`src/rtl/mul_div_wb_arb_pkg.sv`:
```
// Shared widths and source encoding for the mul/div writeback arbiter.
// Provides default `WORD_WIDTH / `ROB_DEPTH when the build does not define them.
`ifndef WORD_WIDTH
`define WORD_WIDTH 32
`endif
`ifndef ROB_DEPTH
`define ROB_DEPTH 32
`endif

package mul_div_wb_arb_pkg;
  localparam int unsigned WORD_WIDTH      = `WORD_WIDTH;
  localparam int unsigned PADDR_WIDTH_DEF = $clog2(`ROB_DEPTH);
  localparam int unsigned WB_ENTRY_WIDTH  = WORD_WIDTH + PADDR_WIDTH_DEF;

  typedef enum logic {
    SRC_MUL = 1'b0,
    SRC_DIV = 1'b1
  } wb_src_e;
endpackage

```
`src/rtl/wb_result_fifo.sv`:
```
// Per-source result FIFO: no bypass, push+pop legal at any count, flush has priority.
module wb_result_fifo #(
  parameter int unsigned DEPTH = 2,
  parameter int unsigned WIDTH = 8,
  localparam int unsigned PTR_W = $clog2(DEPTH),
  localparam int unsigned CNT_W = PTR_W + 1
) (
  input  logic             clk,
  input  logic             rst_n,
  input  logic             push,
  input  logic [WIDTH-1:0] push_data,
  input  logic             pop,
  input  logic             flush,
  output logic [WIDTH-1:0] head,
  output logic             empty,
  output logic             full,
  output logic [CNT_W-1:0] count
);

  logic [WIDTH-1:0] mem [DEPTH];
  logic [PTR_W-1:0] wr_ptr;
  logic [PTR_W-1:0] rd_ptr;
  logic [CNT_W-1:0] count_q;
  logic             do_push;
  logic             do_pop;

  assign empty   = (count_q == '0);
  assign full    = (count_q == CNT_W'(DEPTH));
  assign count   = count_q;
  assign head    = mem[rd_ptr];
  assign do_pop  = pop && !empty && !flush;
  // When full, a same-cycle pop frees the slot being overwritten.
  assign do_push = push && !flush && (!full || do_pop);

  always_ff @(posedge clk or negedge rst_n) begin
    if (!rst_n) begin
      wr_ptr  <= '0;
      rd_ptr  <= '0;
      count_q <= '0;
    end else if (flush) begin
      wr_ptr  <= '0;
      rd_ptr  <= '0;
      count_q <= '0;
    end else begin
      if (do_push) wr_ptr <= wr_ptr + PTR_W'(1);
      if (do_pop)  rd_ptr <= rd_ptr + PTR_W'(1);
      count_q <= count_q + CNT_W'(do_push) - CNT_W'(do_pop);
    end
  end

  always_ff @(posedge clk) begin
    if (do_push) mem[wr_ptr] <= push_data;
  end

  overflow_a: assert property (@(posedge clk) disable iff (!rst_n)
    !(push && full && !pop && !flush));

endmodule

```
`src/rtl/mul_div_wb_arb.sv`:
```
// Writeback arbiter for the multiply and divide units onto one valid/ready port.
// Optional: define MUL_DIV_WB_RR_EN for round-robin on conflict (default: mul over div).
module mul_div_wb_arb
  import mul_div_wb_arb_pkg::*;
#(
  parameter int unsigned FIFO_DEPTH  = 2,
  parameter int unsigned PADDR_WIDTH = PADDR_WIDTH_DEF
) (
  input  logic                   clk,
  input  logic                   rst_n,
  input  logic                   flush,
  input  logic [WORD_WIDTH-1:0]  mul_out,
  input  logic                   mul_out_valid,
  input  logic [PADDR_WIDTH-1:0] mul_dst_Paddr,
  input  logic [WORD_WIDTH-1:0]  div_out,
  input  logic                   div_out_valid,
  input  logic [PADDR_WIDTH-1:0] div_dst_Paddr,
  input  logic                   wb_ready,
  output logic                   wb_valid,
  output logic [WORD_WIDTH-1:0]  wb_data,
  output logic [PADDR_WIDTH-1:0] wb_Paddr,
  output logic                   mul_wb_stall,
  output logic                   div_wb_stall
);

  localparam int unsigned ENTRY_W = WORD_WIDTH + PADDR_WIDTH;
  localparam int unsigned CNT_W   = $clog2(FIFO_DEPTH) + 1;

  logic [ENTRY_W-1:0] mul_head;
  logic [ENTRY_W-1:0] div_head;
  logic [ENTRY_W-1:0] sel_head;
  logic               mul_empty;
  logic               div_empty;
  logic               mul_full;
  logic               div_full;
  logic [CNT_W-1:0]   mul_count;
  logic [CNT_W-1:0]   div_count;
  logic               mul_pop;
  logic               div_pop;
  logic               lock_q;
  wb_src_e            grant_q;
  wb_src_e            grant;
`ifdef MUL_DIV_WB_RR_EN
  wb_src_e            last_grant_q;
`endif

  wb_result_fifo #(.DEPTH(FIFO_DEPTH), .WIDTH(ENTRY_W)) u_mul_fifo (
    .clk       (clk),
    .rst_n     (rst_n),
    .push      (mul_out_valid),
    .push_data ({mul_out, mul_dst_Paddr}),
    .pop       (mul_pop),
    .flush     (flush),
    .head      (mul_head),
    .empty     (mul_empty),
    .full      (mul_full),
    .count     (mul_count)
  );

  wb_result_fifo #(.DEPTH(FIFO_DEPTH), .WIDTH(ENTRY_W)) u_div_fifo (
    .clk       (clk),
    .rst_n     (rst_n),
    .push      (div_out_valid),
    .push_data ({div_out, div_dst_Paddr}),
    .pop       (div_pop),
    .flush     (flush),
    .head      (div_head),
    .empty     (div_empty),
    .full      (div_full),
    .count     (div_count)
  );

  // Grant selection: a stalled offer keeps its source until accepted.
  always_comb begin
    grant = SRC_DIV;
    if (lock_q) begin
      grant = grant_q;
    end else if (!mul_empty && !div_empty) begin
`ifdef MUL_DIV_WB_RR_EN
      grant = (last_grant_q == SRC_MUL) ? SRC_DIV : SRC_MUL;
`else
      grant = SRC_MUL;
`endif
    end else if (!mul_empty) begin
      grant = SRC_MUL;
    end
  end

  always_comb begin
    wb_valid = (grant == SRC_MUL) ? !mul_empty : !div_empty;
    sel_head = (grant == SRC_MUL) ? mul_head : div_head;
    wb_data  = '0;
    wb_Paddr = '0;
    if (wb_valid) begin
      wb_data  = sel_head[ENTRY_W-1:PADDR_WIDTH];
      wb_Paddr = sel_head[PADDR_WIDTH-1:0];
    end
    mul_pop = wb_valid && wb_ready && (grant == SRC_MUL);
    div_pop = wb_valid && wb_ready && (grant == SRC_DIV);
  end

  // Stall leaves one slot for a result already in flight.
  assign mul_wb_stall = mul_full || (mul_count == CNT_W'(FIFO_DEPTH - 1));
  assign div_wb_stall = div_full || (div_count == CNT_W'(FIFO_DEPTH - 1));

  always_ff @(posedge clk or negedge rst_n) begin
    if (!rst_n) begin
      lock_q  <= 1'b0;
      grant_q <= SRC_DIV;
    end else if (flush) begin
      lock_q  <= 1'b0;
      grant_q <= SRC_DIV;
    end else begin
      lock_q  <= wb_valid && !wb_ready;
      grant_q <= grant;
    end
  end

`ifdef MUL_DIV_WB_RR_EN
  always_ff @(posedge clk or negedge rst_n) begin
    if (!rst_n) begin
      last_grant_q <= SRC_DIV;
    end else if (flush) begin
      last_grant_q <= SRC_DIV;
    end else if (wb_valid && wb_ready) begin
      last_grant_q <= grant;
    end
  end
`endif

endmodule
```
`config.mk`:
```
export PLATFORM = sky130hd
export DESIGN_NAME = mul_div_wb_arb
export DESIGN_NICKNAME = d
export VERILOG_FILES = /design/src/rtl/mul_div_wb_arb_pkg.sv /design/src/rtl/wb_result_fifo.sv /design/src/rtl/mul_div_wb_arb.sv
export SDC_FILE = /design/constraint.sdc
export NUM_CORES = 1
export LEC_CHECK = 0
export CORE_UTILIZATION = 37
export DETAILED_ROUTE_END_ITERATION = 6
export PLACE_DENSITY = 0.57
export SLEW_MARGIN = 20
export SYNTH_ARGS = -nofsm -noshare
export SYNTH_HDL_FRONTEND = slang
export SYNTH_SLANG_ARGS = --single-unit
export TNS_END_PERCENT = 1
```
`constraint.sdc`:
```
create_clock -name clk -period 8.6 [get_ports clk]
set_input_delay 0.86 -clock clk [delete_from_list [all_inputs] [get_ports clk]]
set_output_delay 0.86 -clock clk [all_outputs]
set_load 0.02 [all_outputs]
```
==> results.py, run 1 <==
metrics = {
    "critical_path": {
        "path_max_fanout": 46,
        "cp_num_cells": 7,
        "slowest_delay_ns": 0.67,
        "crit_type": "flip-flop to output pin",
        "crit_family": "buffers and inverters",
        "crit_path_top_delay_cell": "clkdlybuf4s50_1",
        "critPathMostFrequentCell": "a211oi_1",
        "critPathArrivalTime_ns": 2.95,
        "required_ns": 7.74,
        "path_cells": "inv_1, ha_1, mux2i_4, buf_4, a211oi_1, a211oi_1, clkdlybuf4s50_1",
        "path_buf_inv": 3,
        "cp-end-kind": "output pin",
        "startpoint_type": "flip-flop",
        "r2r_cells": 8,
    },
    "global_route": {
        "grt_max_degree": 77,
        "antenna_found_initial": 0,
        "grt_pass1_wl_um": 20600,
        "track_usage_pct": 15.4,
        "overflow": 0,
        "grt_pass1_vias": 3776,
    },
    "pwr": {
        "share_comb_of_total_power_pct": 32.5,
        "sw_frac_of_total_pct": 30.5,
        "seqPwrFrac_pct": 35.6,
        "finalPower_uw": 2570,
        "peakVddDrop_mv": 0.180,
        "clkPwrFrac_pct": 31.9,
        "p_int_uw": 1790,
        "leakagePower_uw": 0.00279,
        "p_per_area_mw_per_mm2": 300,
        "p_sw_uw": 785,
    },
    "clock_tree": {
        "clock_path_buffers": 2,
        "insertion_delay_ns": 0.42,
        "cts_setup_buffers": 0,
        "ctsResizeCount": 0,
        "root_buffer": "clkbuf_16",
        "cts_hold_buf": 0,
        "cts.sinks": 158,
        "htreeDepth": 4,
        "cts_tree": "built",
        "cts_buffers": 17,
        "clkTransAtPathRegs_ns": 0.06,
    },
    "final_layout": {
        "seq_area_mm2": 0.00470,
        "syn2layout_area_growth_pct": 31.3,
        "final_common_cell": "edfxtp_1",
        "finalInstanceArea_mm2": 0.00859,
        "nFillCells": 1451,
        "nNetsFinal": 594,
        "diodes": 0,
        "drive_above_1_share_pct": 14.9,
        "final-instance-count-excl-fill": 742,
        "final_cell_mix": "edfxtp_1 (148), clkdlybuf4s50_1 (119), a211oi_1 (45), nor2b_1 (41), mux2i_1 (37)",
        "multi_input_area_mm2": 0.00169,
    },
    "sta": {
        "fin_crit_ns": 3.81,
        "clock_skew_ns": 0.00513,
        "fin_crit_sh_pct": 44.3,
        "hold_ws_ns": 0.667,
        "drv_slew": 0,
        "setup-tns-final_ns": 0,
        "rsz0062_at_grt": "false",
        "report.final.hold_viol_count": 0,
        "fmax_mhz": 263,
        "slew_headroom_pct": 32.3,
        "setup_viol": 0,
        "tightest_slew_ns": 1.02,
    },
    "routing": {
        "via_per_inst": 4.97,
        "drt_iter0_drc": 177,
        "drcViolationCount": 0,
        "ant_nets": 0,
        "drt_first_pass_iters": 4,
        "finalWirelength_um": 13100,
        "vias": 3691,
        "avgRoutedWirePerCell_um": 17.7,
    },
    "place": {
        "dp.cells": 712,
        "hpwl_um": 7890,
        "port_buffers": 119,
        "post_dp_cell_area_mm2": 0.00794,
        "place_congestion": 0.700,
    },
    "floorplanning": {
        "initial_utilization_pct": 37.8,
        "die_h_um": 135,
        "ios": 120,
        "die_width_um": 135,
        "fp-row-count": 48,
        "dieArea_mm2": 0.0182,
        "core_area_mm2": 0.0173,
    },
    "synth": {
        "syn_nets": 475,
        "ys_warn_count": 0,
        "syn_area_mm2": 0.00654,
        "synth_async_sr_flop_share_pct": 6.33,
        "synth_cells": 387,
        "avgSynthCellArea_um2": 16.9,
        "ys_seq_area_share_pct": 71.8,
        "ys_ff_latch": 158,
        "synth_cell_type_count": 35,
        "ys_dominant_reg_cell": "edfxtp_1",
        "synth-edff-count": 148,
    },
    "hold_path": {
        "hp-class": "flip-flop to flip-flop",
        "holdPathStages": 2,
    },
    "flow_run": {
        "maxCapViolCount": 0,
    },
    "run_status": {
        "status": "completed",
    },
}
-- tightest hold or removal path, cell delays in order, from the launching register on --
cell	delay (ns)
dfrtp_1	0.42
inv_1	0.09
a22o_1	0.13
-- power by group through the flow --
stage | sequential [uW] | clock, uW | combinational (uW)
after floorplan | 932 | 0 | 528
after global routing | 921 | 870 | 900
after global placement | 930 | 0 | 843
after CTS | 917 | 841 | 853
after detailed placement | 933 | 0 | 848
final | 917 | 821 | 836
-- final timing paths --
check | from | to | slack [ns]
setup / recovery | u_mul_fifo.count[1]$_DFF_PN0_ | wb_data[31] | 4.79
hold / removal | u_div_fifo.wr_ptr$_DFFE_PN0P_ | u_div_fifo.wr_ptr$_DFFE_PN0P_ | 0.67
setup reg to reg | u_mul_fifo.count[1]$_DFF_PN0_ | u_div_fifo.mem[0][0]$_DFFE_PP_ | 5.84
hold reg to reg | u_div_fifo.wr_ptr$_DFFE_PN0P_ | u_div_fifo.wr_ptr$_DFFE_PN0P_ | 0.67
max in group asynchronous | rst_n | u_mul_fifo.rd_ptr$_DFFE_PN0P_ | 7.48
min in group asynchronous | rst_n | u_mul_fifo.count[1]$_DFF_PN0_ | 0.77
-- flip-flops by register name, summed over array words and instances (netlist names) --
name / cells
u_div_fifo.mem: 74
u_mul_fifo.mem: 74
u_div_fifo.count: 2
u_mul_fifo.count: 2
grant_q: 1
lock_q: 1
u_div_fifo.rd_ptr: 1
u_div_fifo.wr_ptr: 1
u_mul_fifo.rd_ptr: 1
u_mul_fifo.wr_ptr: 1
-- layer usage --
metal / up-vias / routed length [um] / global-route usage [%]
li1: 1753 / - / -
met1: 1812 / 5930 / 19.9
met2: 110 / 6380 / 24.9
met3: 16 / 636 / 3.75
met4: 0 / 180 / 6.37
met5: - / 0 / 0
-- final cells by class --
type | count | share of cell area (%)
Sequential cell | 158 | 54.7
Multi-Input combinational cell | 195 | 19.7
Timing Repair Buffer | 126 | 14.5
Clock buffer | 17 | 4.95
Tap cell | 225 | 3.28
Clock inverter | 13 | 2.58
Inverter | 8 | 0.350
-- logic make-up after synthesis --
| family | share of synthesized area [%] |
|---|---|
| mux | 6.18 |
| fa+ha+maj | 1.53 |
| xor+xnor | 0.670 |
| buf+inv | 2.83 |
| flops | 71.8 |
| simple gates | 5.62 |
| compound gates | 11.4 |
-- per-stage QoR --
stage,setup slack (ns),util (%)
after floorplan,4.11,-
after global placement,5.05,45.9
after detailed placement,5.23,45.9
after CTS,4.77,49.7
after global routing,4.64,49.7
final,4.79,49.7
-- cell usage after synthesis, types with 2 or more instances --
| cell | number | share of area (%) |
|---|---|---|
| xnor2_1 | 2 | 0.27 |
| xor2_1 | 3 | 0.40 |
| buf_2 | 12 | 0.92 |
| inv_1 | 8 | 0.46 |
| nor3_1 | 4 | 0.31 |
| dfrtp_1 | 9 | 3.4 |
| nor2b_1 | 41 | 3.9 |
| nand2b_1 | 2 | 0.19 |
| a211oi_2 | 29 | 5.5 |
| edfxtp_1 | 148 | 68 |
| nand2_1 | 3 | 0.17 |
| mux2i_1 | 37 | 5.7 |
| ha_1 | 8 | 1.5 |
| buf_6 | 4 | 0.69 |
| a211oi_1 | 45 | 5.2 |
| buf_4 | 3 | 0.34 |
| nor2_1 | 7 | 0.40 |
| clkbuf_1 | 5 | 0.29 |
Note: power is estimated with default switching activity, not from simulation.
==> inputs of run 2 (changes only) <==
- clock period: 8.6 -> 3.9 ns (I/O delays scaled with it)
==> results.py, run 2 (synthesized netlist as in run 1, its figures left out) <==
metrics = {
    "clock_tree": {
        "cts_hold_buf": 0,
        "htreeDepth": 4,
        "cts_buffers": 17,
        "cts_setup_buffers": 0,
        "cts_tree": "built",
        "clock_path_buffers": 2,
        "root_buffer": "clkbuf_16",
        "clkTransAtPathRegs_ns": 0.06,
        "insertion_delay_ns": 0.42,
        "cts.sinks": 158,
        "ctsResizeCount": 0,
    },
    "hold_path": {
        "hp-class": "primary input to asynchronous set/reset pin",
    },
    "final_layout": {
        "final_cell_mix": "edfxtp_1 (148), clkdlybuf4s50_1 (119), a211oi_1 (45), nor2b_1 (41), mux2i_1 (37)",
        "nFillCells": 1466,
        "multi_input_area_mm2": 0.00168,
        "final_core_utilization_pct": 49.2,
        "largest_registers": "u_div_fifo.mem (74), u_mul_fifo.mem (74)",
        "final_common_cell": "edfxtp_1",
        "drive_above_1_share_pct": 14.8,
        "diodes": 0,
        "syn2layout_area_growth_pct": 30.2,
        "nNetsFinal": 596,
        "seq_area_mm2": 0.00470,
    },
    "routing": {
        "via_per_inst": 4.85,
        "drcViolationCount": 0,
        "finalWirelength_um": 13500,
        "avgRoutedWirePerCell_um": 18.0,
        "ant_nets": 0,
        "drt_iter0_drc": 147,
        "vias": 3620,
        "drt_first_pass_iters": 4,
    },
    "pwr": {
        "sw_frac_of_total_pct": 32.2,
        "seqPwrFrac_pct": 38.3,
        "leakagePower_uw": 0.00276,
        "peakVddDrop_mv": 0.334,
        "share_comb_of_total_power_pct": 33.7,
        "finalPower_uw": 5380,
        "p_sw_uw": 1730,
        "p_int_uw": 3650,
        "p_per_area_mw_per_mm2": 633,
        "clkPwrFrac_pct": 28.0,
    },
    "flow_run": {
        "maxCapViolCount": 0,
    },
    "critical_path": {
        "r2r_cells": 7,
        "r2r_setup_slack_ns": 1.22,
        "path_max_fanout": 25,
        "slowest_delay_ns": 0.64,
        "r2r-start": "u_mul_fifo.count[0]$_DFF_PN0_",
        "crit_type": "flip-flop to output pin",
        "path_cells": "inv_1, ha_1, o21ai_1, nand2_2, buf_4, a211oi_2, clkdlybuf4s50_1",
        "crit_family": "buffers and inverters",
        "critPathArrivalTime_ns": 2.93,
        "required_ns": 3.51,
        "cp-end-kind": "output pin",
        "startpoint_type": "flip-flop",
        "crit_path_top_delay_cell": "clkdlybuf4s50_1",
        "worstReg2RegEnd": "u_div_fifo.mem[1][13]$_DFFE_PP_",
        "path_buf_inv": 3,
    },
    "floorplanning": {
        "die_width_um": 135,
        "fp-row-count": 48,
        "dieArea_mm2": 0.0182,
        "initial_utilization_pct": 37.8,
        "die_h_um": 135,
        "core_area_mm2": 0.0173,
        "ios": 120,
    },
    "sta": {
        "clock_skew_ns": 0.0120,
        "fin_crit_ns": 3.32,
        "setup_viol": 0,
        "fmax_mhz": 301,
        "rsz0062_at_grt": "false",
        "tightest_slew_ns": 1.04,
        "hold_ws_ns": 0.311,
        "report.final.hold_viol_count": 0,
        "drv_slew": 0,
        "slew_headroom_pct": 30.9,
        "fin_crit_sh_pct": 85.1,
    },
    "run_status": {
        "status": "completed",
    },
    "place": {
        "port_buffers": 119,
        "place_congestion": 0.729,
        "hpwl_um": 8250,
    },
    "global_route": {
        "overflow": 0,
        "grt_pass1_vias": 3805,
        "grt_max_degree": 80,
        "track_usage_pct": 15.9,
        "grt_pass1_wl_um": 21100,
        "antenna_found_initial": 0,
    },
}
run 2: stage by stage:
| step | setup TNS [ns] | area [um2] | instances | setup slack [ns] |
|---|---|---|---|---|
| 2_1_floorplan | -10.81 | 6550 | 387 | -0.208 |
| 3_3_place_gp | 0 | 7980 | 714 | 1.03 |
| 3_5_place_dp | 0 | 7980 | 714 | 0.997 |
| 4_1_cts | 0 | 8510 | 746 | 0.520 |
| 5_1_grt | 0 | 8510 | 746 | 0.409 |
| 6_report | 0 | 8510 | 746 | 0.583 |
run 2: worst max-delay path by stage:
stage,from,cells after the start,to
2_1_floorplan,u_mul_fifo.count[1]$_DFF_PN0_,5,u_mul_fifo.mem[0][0]$_DFFE_PP_
6_report,u_div_fifo.count[1]$_DFF_PN0_,7,wb_data[17]
3_3_place_gp,u_div_fifo.count[1]$_DFF_PN0_,7,wb_data[23]
3_5_place_dp,u_div_fifo.count[1]$_DFF_PN0_,7,wb_data[13]
5_1_grt,u_div_fifo.count[1]$_DFF_PN0_,7,wb_data[21]
4_1_cts,u_div_fifo.count[1]$_DFF_PN0_,7,wb_data[13]
run 2: power by group through the flow:
stage	Combinational, uW	Sequential, uW	Clock [uW]
after global routing	1950	2080	1630
final	1820	2060	1510
after CTS	1860	2070	1550
after global placement	1840	2090	0
after detailed placement	1850	2100	0
after floorplan	1160	2050	0
run 2: routing by layer:
| layer | up-vias | part of all wire [%] | track usage (%) |
|---|---|---|---|
| li1 | 1758 | - | - |
| met1 | 1748 | 46 | 20.7 |
| met2 | 104 | 47 | 25.1 |
| met3 | 10 | 5.8 | 4.88 |
| met4 | 0 | 0.80 | 5.43 |
| met5 | - | 0 | 0 |
run 2: cell type report:
type | instances | share of cell area, %
multi-input combinational | 195 | 19.8
sequential | 158 | 55.2
tap | 225 | 3.31
inverter | 8 | 0.353
clock buffer | 21 | 5.17
clock inverter | 11 | 1.10
timing repair buffer | 128 | 15.1
==> inputs of run 3 (changes only) <==
==> constraint.sdc (replaced) <==
create_clock -name clk -period 3.9 [get_ports clk]
set_input_delay 0.39 -clock clk [delete_from_list [all_inputs] [get_ports clk]]
set_output_delay 0.39 -clock clk [all_outputs]
set_load 0.05 [all_outputs]
==> results.py, run 3 (synthesized netlist as in run 1, its figures left out) <==
metrics = {
    "global_route": {
        "met2_usage_pct": 24.7,
        "grt_pass1_wl_um": 20100,
        "gr-max-usage-layer": "met2",
        "overflow": 0,
        "use_met3_pct": 4.50,
        "grt_pass1_vias": 3681,
        "grt_max_degree": 80,
        "met1_usage_pct": 19.8,
        "track_usage_pct": 15.4,
        "antenna_found_initial": 0,
    },
    "routing": {
        "finalWirelength_um": 13200,
        "drt_first_pass_iters": 5,
        "vias": 3650,
        "ant_nets": 0,
        "via_per_inst": 4.87,
        "drcViolationCount": 0,
        "drt_iter0_drc": 235,
        "avgRoutedWirePerCell_um": 17.6,
    },
    "sta": {
        "tightest_slew_ns": 0.849,
        "rsz0062_at_grt": "false",
        "slew_headroom_pct": 43.4,
        "setup_viol": 0,
        "fmax_mhz": 288,
        "fin_crit_sh_pct": 89.0,
        "fin_crit_ns": 3.47,
        "drv_slew": 0,
        "clock_skew_ns": 0.00569,
        "report.final.hold_viol_count": 0,
    },
    "critical_path": {
        "path_max_fanout": 23,
        "r2r-start": "u_mul_fifo.count[0]$_DFF_PN0_",
        "r2r_cells": 8,
        "startpoint_type": "flip-flop",
        "cp-endpoint": "wb_data[30]",
        "critPathArrivalTime_ns": 3.08,
        "slowest_delay_ns": 0.86,
        "required_ns": 3.51,
        "r2r_setup_slack_ns": 1.30,
        "worstReg2RegEnd": "u_div_fifo.mem[1][14]$_DFFE_PP_",
        "crit_path_top_delay_cell": "clkdlybuf4s50_1",
        "crit_start": "u_div_fifo.count[1]$_DFF_PN0_",
        "cp-end-kind": "output pin",
        "crit_family": "buffers and inverters",
        "path_buf_inv": 3,
        "path_cells": "inv_1, ha_1, o21ai_1, nand2_2, buf_4, a211oi_2, clkdlybuf4s50_1",
        "cp_num_cells": 7,
        "crit_type": "flip-flop to output pin",
    },
    "clock_tree": {
        "insertion_delay_ns": 0.42,
        "htreeDepth": 4,
        "cts_setup_buffers": 0,
        "cts_tree": "built",
        "ctsResizeCount": 0,
        "clock_path_buffers": 2,
        "clkTransAtPathRegs_ns": 0.06,
        "root_buffer": "clkbuf_16",
        "cts.sinks": 158,
        "cts_buffers": 17,
        "cts_hold_buf": 0,
    },
    "floorplanning": {
        "fp-row-count": 48,
        "dieArea_mm2": 0.0182,
        "core_area_mm2": 0.0173,
        "ios": 120,
        "initial_utilization_pct": 37.8,
        "die_h_um": 135,
        "die_width_um": 135,
    },
    "place": {
        "hpwl_um": 8350,
        "port_buffers": 119,
        "place_congestion": 0.740,
        "post_dp_cell_area_mm2": 0.00800,
    },
    "final_layout": {
        "largest_registers": "u_div_fifo.mem (74), u_mul_fifo.mem (74)",
        "diodes": 0,
        "final_cell_mix": "edfxtp_1 (148), clkdlybuf4s50_1 (119), a211oi_1 (45), nor2b_1 (41), mux2i_1 (37)",
        "finalInstanceArea_mm2": 0.00854,
        "drive_above_1_share_pct": 14.3,
        "syn2layout_area_growth_pct": 30.6,
        "final_common_cell": "edfxtp_1",
        "nNetsFinal": 599,
    },
    "run_status": {
        "status": "completed",
    },
    "hold_path": {
        "hp-class": "primary input to asynchronous set/reset pin",
    },
    "pwr": {
        "peakVddDrop_mv": 0.502,
        "finalPower_uw": 5930,
        "leakagePower_uw": 0.00278,
        "p_per_area_mw_per_mm2": 695,
    },
    "flow_run": {
        "maxCapViolCount": 0,
    },
}
run 3: cell count changes in the layout (fill, tap and decap cells not counted), sizes merged:
| cell | previous run | this run |
|---|---|---|
| inv | 9 | 8 |
| clkinvlp | 3 | 1 |
| bufinv | 1 | 2 |
| clkinv | 6 | 7 |
| clkbuf | 21 | 22 |
| buf | 9 | 12 |
run 3: how the worst min path moves through the flow:
| stage | from | endpoint | slack (ns) | cells past startpoint |
|---|---|---|---|---|
| floorplan | rst_n | lock_q$_DFF_PN0_ | 0.09 | 0 |
| global placement | u_div_fifo.wr_ptr$_DFFE_PN0P_ | u_div_fifo.wr_ptr$_DFFE_PN0P_ | 0.61 | 2 |
| detailed placement | u_div_fifo.wr_ptr$_DFFE_PN0P_ | u_div_fifo.wr_ptr$_DFFE_PN0P_ | 0.61 | 2 |
| CTS | rst_n | u_mul_fifo.wr_ptr$_DFFE_PN0P_ | 0.30 | 1 |
| global route | rst_n | u_mul_fifo.wr_ptr$_DFFE_PN0P_ | 0.32 | 1 |
| finish | rst_n | u_mul_fifo.wr_ptr$_DFFE_PN0P_ | 0.30 | 1 |
run 3: cell type report:
| cell class | instances | area (um2) |
|---|---|---|
| tap | 225 | 282 |
| clock buffer | 22 | 444 |
| inverter | 8 | 30.0 |
| multi-input combinational | 195 | 1680 |
| clock inverter | 10 | 96.3 |
| sequential | 158 | 4700 |
| timing repair buffer | 131 | 1310 |
| fill | 1452 | 8760 |
run 3: worst reg2reg max path, stage by stage (launching register included):
cell     delay [ns]
dfrtp_1        0.35
inv_1          0.10
ha_1           0.23
mux2i_4        0.09
buf_12         0.22
o21ai_2        0.18
and3b_1        0.22
and2_2         0.60
buf_4          0.30
run 3: metrics by stage:
stage / TNS [ns] / util, % / worst slack (ns) / hold slack (ns) / cells
floorplan: -10.81 / - / -0.208 / 0.0944 / 387
global placement: 0 / 46.3 / 0.847 / 0.607 / 717
detailed placement: 0 / 46.3 / 0.813 / 0.609 / 717
CTS: 0 / 49.4 / 0.334 / 0.298 / 749
global route: 0 / 49.4 / 0.269 / 0.320 / 749
finish: 0 / 49.4 / 0.429 / 0.305 / 749
run 3: per-layer routing:
layer / vias up / share of wire [%]
met2: 110 / 47
met5: - / 0
met3: 16 / 5.3
met1: 1765 / 47
met4: 0 / 1.2
li1: 1759 / -
run 3: power by group:
part,switching [uW],internal [uW]
Clock,601,927
Sequential,85.9,1990
Combinational,1540,792
